[src/rtl/conv11_weight_ctrl.sv]
// conv11_weight_ctrl: sequences a 1x1-conv weight unit through one layer.
// For each output channel it clears the unit, loads one weight from the
// upstream stream, issues NUM_PIX reads (honouring downstream stall), waits
// for every read result to come back, then moves to the next channel.
module conv11_weight_ctrl #(
  parameter int DATA_WIDTH = 8,
  parameter int NUM_OC     = 16,
  parameter int NUM_PIX    = 64
) (
  input  logic                       clk,
  input  logic                       rst,
  input  logic                       start,
  input  logic                       abort,
  input  logic                       w_valid,
  input  logic [DATA_WIDTH-1:0]      w_data,
  output logic                       w_ready,
  input  logic                       pix_stall,
  output logic                       wt_rst,
  output logic                       wt_load_en,
  output logic [DATA_WIDTH-1:0]      wt_load_data,
  output logic                       wt_read_en,
  input  logic                       wt_weight_load,
  input  logic                       wt_valid,
  output logic [$clog2(NUM_OC)-1:0]  oc_idx,
  output logic [$clog2(NUM_PIX)-1:0] pix_idx,
  output logic                       busy,
  output logic                       ch_done,
  output logic                       done,
  output logic                       err
);

  localparam int OW = $clog2(NUM_OC);
  localparam int PW = $clog2(NUM_PIX);
  localparam int VW = $clog2(NUM_PIX + 1);

  localparam logic [OW-1:0] OC_LAST   = OW'(NUM_OC - 1);
  localparam logic [PW-1:0] PIX_LAST  = PW'(NUM_PIX - 1);
  localparam logic [VW-1:0] VLD_FULL  = VW'(NUM_PIX);
  localparam logic [VW-1:0] VLD_PRE   = VW'(NUM_PIX - 1);

  typedef enum logic [2:0] {
    S_IDLE, S_CLR, S_LOAD, S_WAIT_LD, S_READ, S_DRAIN, S_NEXT, S_DONE
  } state_t;

  state_t          state;
  state_t          state_nx;
  logic [VW-1:0]   vld_cnt;
  logic            in_rd;
  logic            start_acc;
  logic            rd_issue;
  logic            vld_last;
  logic            err_set;

  // Read results are only legal while reads are outstanding.
  assign in_rd        = (state == S_READ) || (state == S_DRAIN);
  assign start_acc    = (state == S_IDLE) && start && !abort;
  assign rd_issue     = (state == S_READ) && !pix_stall;
  assign wt_read_en   = rd_issue;
  assign wt_load_en   = w_ready & w_valid;
  assign wt_load_data = w_data;
  // Last result of the channel is either already counted or arriving now.
  assign vld_last     = (vld_cnt == VLD_FULL) || (wt_valid && (vld_cnt == VLD_PRE));
  assign err_set      = (wt_valid && (!in_rd || (vld_cnt == VLD_FULL))) ||
                        (wt_weight_load && (state != S_WAIT_LD));

  // Next-state selection; abort overrides every other transition.
  always_comb begin
    state_nx = state;
    if (abort) begin
      state_nx = S_IDLE;
    end else begin
      case (state)
        S_IDLE:    if (start) state_nx = S_CLR;
        S_CLR:     state_nx = S_LOAD;
        S_LOAD:    if (w_valid) state_nx = S_WAIT_LD;
        S_WAIT_LD: if (wt_weight_load) state_nx = S_READ;
        S_READ:    if (rd_issue && (pix_idx == PIX_LAST)) state_nx = S_DRAIN;
        S_DRAIN:   if (vld_last) state_nx = S_NEXT;
        S_NEXT:    state_nx = (oc_idx == OC_LAST) ? S_DONE : S_CLR;
        S_DONE:    state_nx = S_IDLE;
        default:   state_nx = S_IDLE;
      endcase
    end
  end

  // State, counters, sticky error and registered outputs decoded from next state.
  always_ff @(posedge clk or posedge rst) begin
    if (rst) begin
      state   <= S_IDLE;
      oc_idx  <= '0;
      pix_idx <= '0;
      vld_cnt <= '0;
      err     <= 1'b0;
      w_ready <= 1'b0;
      wt_rst  <= 1'b0;
      busy    <= 1'b0;
      ch_done <= 1'b0;
      done    <= 1'b0;
    end else begin
      state   <= state_nx;
      w_ready <= (state_nx == S_LOAD);
      wt_rst  <= (state_nx == S_CLR) || abort;
      busy    <= (state_nx != S_IDLE);
      ch_done <= (state_nx == S_NEXT);
      done    <= (state_nx == S_DONE);

      if (start_acc) begin
        oc_idx <= '0;
      end else if ((state == S_NEXT) && !abort && (oc_idx != OC_LAST)) begin
        oc_idx <= oc_idx + 1'b1;
      end

      if (state == S_CLR) begin
        pix_idx <= '0;
      end else if (rd_issue && (pix_idx != PIX_LAST)) begin
        pix_idx <= pix_idx + 1'b1;
      end

      if (state == S_CLR) begin
        vld_cnt <= '0;
      end else if (in_rd && wt_valid && (vld_cnt != VLD_FULL)) begin
        vld_cnt <= vld_cnt + 1'b1;
      end

      // A fresh layer clears the flag, but a violation in the same cycle still sticks.
      err <= (start_acc ? 1'b0 : err) | err_set;
    end
  end

endmodule

[config.mk]
export PLATFORM = sky130hd
export DESIGN_NAME = conv11_weight_ctrl
export DESIGN_NICKNAME = d
export VERILOG_FILES = /design/src/rtl/conv11_weight_ctrl.sv
export SDC_FILE = /design/constraint.sdc
export NUM_CORES = 1
export LEC_CHECK = 0
export CAP_MARGIN = 20
export CORE_ASPECT_RATIO = 0.5
export CORE_MARGIN = 5
export CORE_UTILIZATION = 50
export DETAILED_ROUTE_END_ITERATION = 12
export HOLD_SLACK_MARGIN = 0.08
export PLACE_DENSITY = 0.95
export SLEW_MARGIN = 40
export SYNTH_ARGS = -nofsm -noshare
export SYNTH_HDL_FRONTEND = slang
export SYNTH_SLANG_ARGS = --single-unit
[constraint.sdc]
create_clock -name clk -period 3.62 [get_ports clk]
set_input_delay 0.905 -clock clk [delete_from_list [all_inputs] [get_ports clk]]
set_output_delay 0.905 -clock clk [all_outputs]
set_load 0.01 [all_outputs]
Word level (Yosys, flattened, before mapping)
Index checks and enable logic that the tools add are counted.
- input bits: 16
- flip-flop bits (word level): 26
- word-level logic and storage cells: 74
- muxes and demuxes: 15
- eq/ne operators: 19
- $add $sub $neg: 3
- reductions and logical operators: 25
- bitwise gates (word level): 2
- operators by type and width (operator ; number):
    3-bit one-hot mux with 8 select lines ; 1
    3-bit 2-to-1 mux ; 7
    3-bit equality test (second input constant) ; 6
    7-bit 2-to-1 mux ; 2
    1-bit logical AND ; 12
    6-bit 2-to-1 mux ; 2
    3-bit by 2-bit equality test with 1-bit output (second input constant) ; 3
    4-bit 2-to-1 mux ; 2
    7-bit by 1-bit adder with 7-bit output (second input constant) ; 1
    7-bit by 6-bit equality test with 1-bit output (second input constant) ; 1
    7-bit equality test (second input constant) ; 1
    7-bit inequality test (second input constant) ; 1
    6-bit by 1-bit adder with 6-bit output (second input constant) ; 1
    3-bit by 1-bit equality test with 1-bit output (second input constant) ; 2
    6-bit equality test (second input constant) ; 1
    6-bit inequality test (second input constant) ; 1
    2-bit nonzero test ; 3
    1-bit logical OR ; 5
    4-bit by 1-bit adder with 4-bit output (second input constant) ; 1
    4-bit equality test (second input constant) ; 1
    4-bit inequality test (second input constant) ; 1
    1-bit zero test ; 3
    3-bit zero test ; 1
    3-bit by 2-bit inequality test with 1-bit output (second input constant) ; 1
    4 further kinds ; 4

Depth between registers and ports, before layout
- depth after elaboration: 8
- gate-level depth with buffers: 6

Worst setup path after synthesis
Ideal clock, no wire load.
- kind: in2reg
- start point: input port pix_stall
- end point: register oc_idx[3]
- arrival time: 1.989 ns
- setup slack: 1.501 ns
- buffers on the path: 0
- stages: 5
- required time: 3.490 ns
- cells stage by stage: nor4b_4 -> nand4_2 -> a211oi_4 -> nand4_1 -> mux2i_1
- RTL lines (item ; RTL line ; RTL):
    from (decl) ; 17 ; input logic pix_stall,
    to (signal assigned) ; 110 ; oc_idx <= oc_idx + 1'b1;
    to (decl) ; 24 ; output logic [$clog2(NUM_OC)-1:0] oc_idx,

Worst setup path in the final report
- start point: input port pix_stall
- end point: output port wt_read_en
- longest elaborated chain between the ends: 2
- RTL lines (item ; RTL line ; RTL):
    1-bit zero test ; 57 ; assign rd_issue = (state == S_READ) && !pix_stall;
    1-bit logical AND ; 57 ;
    to (decl) ; 21 ; output logic wt_read_en,
No other way between the ends.

==> results.toml <==
[run_status]
outcome = "finished clean"

[floorplanning]
fp.dieH_um = 48.1
die-area_um2 = 4150
core_um2 = 2680
core.rowCount = 13
pin_count = 42
start_util_pct = 54.1
die_w_um = 86.2

[critical_path]
rrSetupSlack_ns = 1.74
startpoint_type = "input pin"
crit_chain = "clkdlybuf4s50_1 -> nor4b_4 -> clkdlybuf4s50_1"
required_ns = 2.71
crit_family = "buffers and inverters"
cp.buffers_inverters = 2
endpoint_kind = "output port"
slowest_delay_ns = 0.59
crit_slowest_cell = "clkdlybuf4s50_1"
arrival_ns = 2.23
critPathMostFrequentCell = "clkdlybuf4s50_1"
critPathKind = "in -> out"
critPathMaxFanout = 3

[place]
pre_cts_ws_ns = 0.486
dpl.cell_count = 195
place.gp.congestion = 0.801
hpwl_mm = 2.18
io_buffers = 25

[clock_tree]
cts_buffers = 3
worstSkewPairLatency_ns = 0.27
cts_setup_buffers = 0
cts-root-buf = "clkbuf_8"
htree_levels = 1
cts.sinks = 26
path_clk_slew_ns = 0.09
ctsHoldBuffers = 0
cts_tree = "built"
cts_resized = 0
clockBufferDepth = 2

[final_layout]
stdcell_count = 199
fin_nets = 183
multi_input_area_um2 = 699
layout-drive-gt1-share_pct = 7.41
fillCellCount = 203
seq_area_um2 = 651
n_antenna_cell = 0
area_growth_pct = 18.5

[power]
ir_worst_vdd_mv = 0.227
pwr_density_cell_nw_per_um2 = 307
leakagePower_nw = 0.774

[logic_synthesis]
syn_nets = 165
synth-edff-count = 0
synth_largest_area_cell = "dfrtp_1"
synth_common_cells = "26 x dfrtp_1, 17 x nor2_1, 14 x nand2_1"
yosysSeqAreaShare_pct = 44.8
ys_types = 45
synth.top_cell.area_share_pct = 44.8
ys_seq_elements = 26
syn_area_um2 = 1450
yosysMostFrequentCell = "dfrtp_1"
synth_flop_cell = "dfrtp_1"
synthesis.instances = 145
synthArstFlopShare_pct = 100
ys_warn_count = 0
synth_area_per_cell_um2 = 10.0
ys_top_cells_by_area = "dfrtp_1 45%, nor2_1 4.4%, buf_4 4.1%"

[sta]
fin_ws_ns = 0.487
setup_tns_ns = 0
setup-violations-final = 0
hold_viol = 0
min_period_over_period_pct = 86.5
finalCriticalPeriod_ns = 3.13
drv_slew = 0
fmax_mhz = 319
fin_skew_ns = 0.00204
grt_setup_unrepaired = "no"
worst_slew_pin_slew_ns = 0.540
relSlewSlack_pct = 63.9

[route]
routed-via-count = 1092
dr.pass1.iters = 4
vias_per_cell = 5.49
antenna_left = 0
finalWirelength_mm = 2.94
top_layer_used = "met4"
wl_per_cell_um = 14.8
drt-met1-wl_mm = 1.25
dr_wl_met3_um = 122
post-route-drc-count = 0
drtIter0Drc = 24
wl_met2_mm = 1.51

[min_path]
hp-class = "reg -> reg"

[grt]
antenna_found_initial = 0
grt_usage_pct = 15.1
grt_overflow = 0
grt_pass1_vias = 1069
grt_max_degree = 27
grt_pass1_wl_mm = 4.74

[flow_run]
maxCapViolCount = 0
## placed cells by master (no fill, tap or decap), types with 4 or more instances in the layout
cell type and count:
dfrtp_1 26, clkdlybuf4s50_1 25, nor2_1 17, nand2_1 14
xnor2_1 5, mux2i_1 5, nand4_1 5, xor2_1 5
nor2b_1 4, inv_1 4, ha_1 4, clkbuf_8 4
## cell type report
class                      count  share of cell area, %
multi-input combinational    102                   40.7
sequential                    26                   37.8
timing repair buffer          25                   14.5
clock buffer                   4                   3.20
tap                           37                   2.69
inverter                       5                   1.09
## cell families after synthesis
group	Yosys count	share of synthesized area (%)
buffers and inverters	17	7.16
AO/OA/AOI/OAI	17	9.91
multiplexers	5	3.45
adder cells (fa/ha/maj)	4	3.45
flip-flops	26	44.8
XOR/XNOR	10	6.03
AND/OR/NAND/NOR	66	25.2
## metal layers
layer	track usage, %	vias up
met5	0	-
met4	7.14	0
met3	2.70	9
met2	30.3	17
met1	16.4	539
li1	-	527
## registers in the layout (all words and copies together) (netlist names)
| name | cells |
|---|---|
| vld_cnt | 7 |
| pix_idx | 6 |
| oc_idx | 4 |
| state | 3 |
| busy | 1 |
| ch_done | 1 |
| done | 1 |
| err | 1 |
| w_ready | 1 |
| wt_rst | 1 |
## worst paths after layout
path / startpoint / end / cells past startpoint
worst max-delay path: pix_stall / wt_read_en / 3
worst max register to register: vld_cnt[0] / busy / 6
max in group asynchronous: rst / state[1] / 2
min in group asynchronous: rst / pix_idx[2] / 2
worst min-delay path: vld_cnt[2] / vld_cnt[2] / 1
worst min register to register: vld_cnt[2] / vld_cnt[2] / 1
## where the power goes
| part | internal, mW | switching, mW |
|---|---|---|
| combinational | 0.0192 | 0.0219 |
| clock | 0.0974 | 0.0918 |
| sequential | 0.294 | 0.00377 |
## through the flow
stage          power, mW  instance area [um^2]  util, %  hold slack [ns]
3_5_place_dp       0.344                  1660     62.0            0.509
4_1_cts            0.532                  1720     64.0            0.529
2_1_floorplan      0.334                  1450        -            0.481
3_3_place_gp       0.343                  1660     62.0            0.503
5_1_grt            0.547                  1720     64.1            0.556
6_report           0.528                  1720     64.1            0.527
No activity file was read; power rests on OpenSTA's default activity.
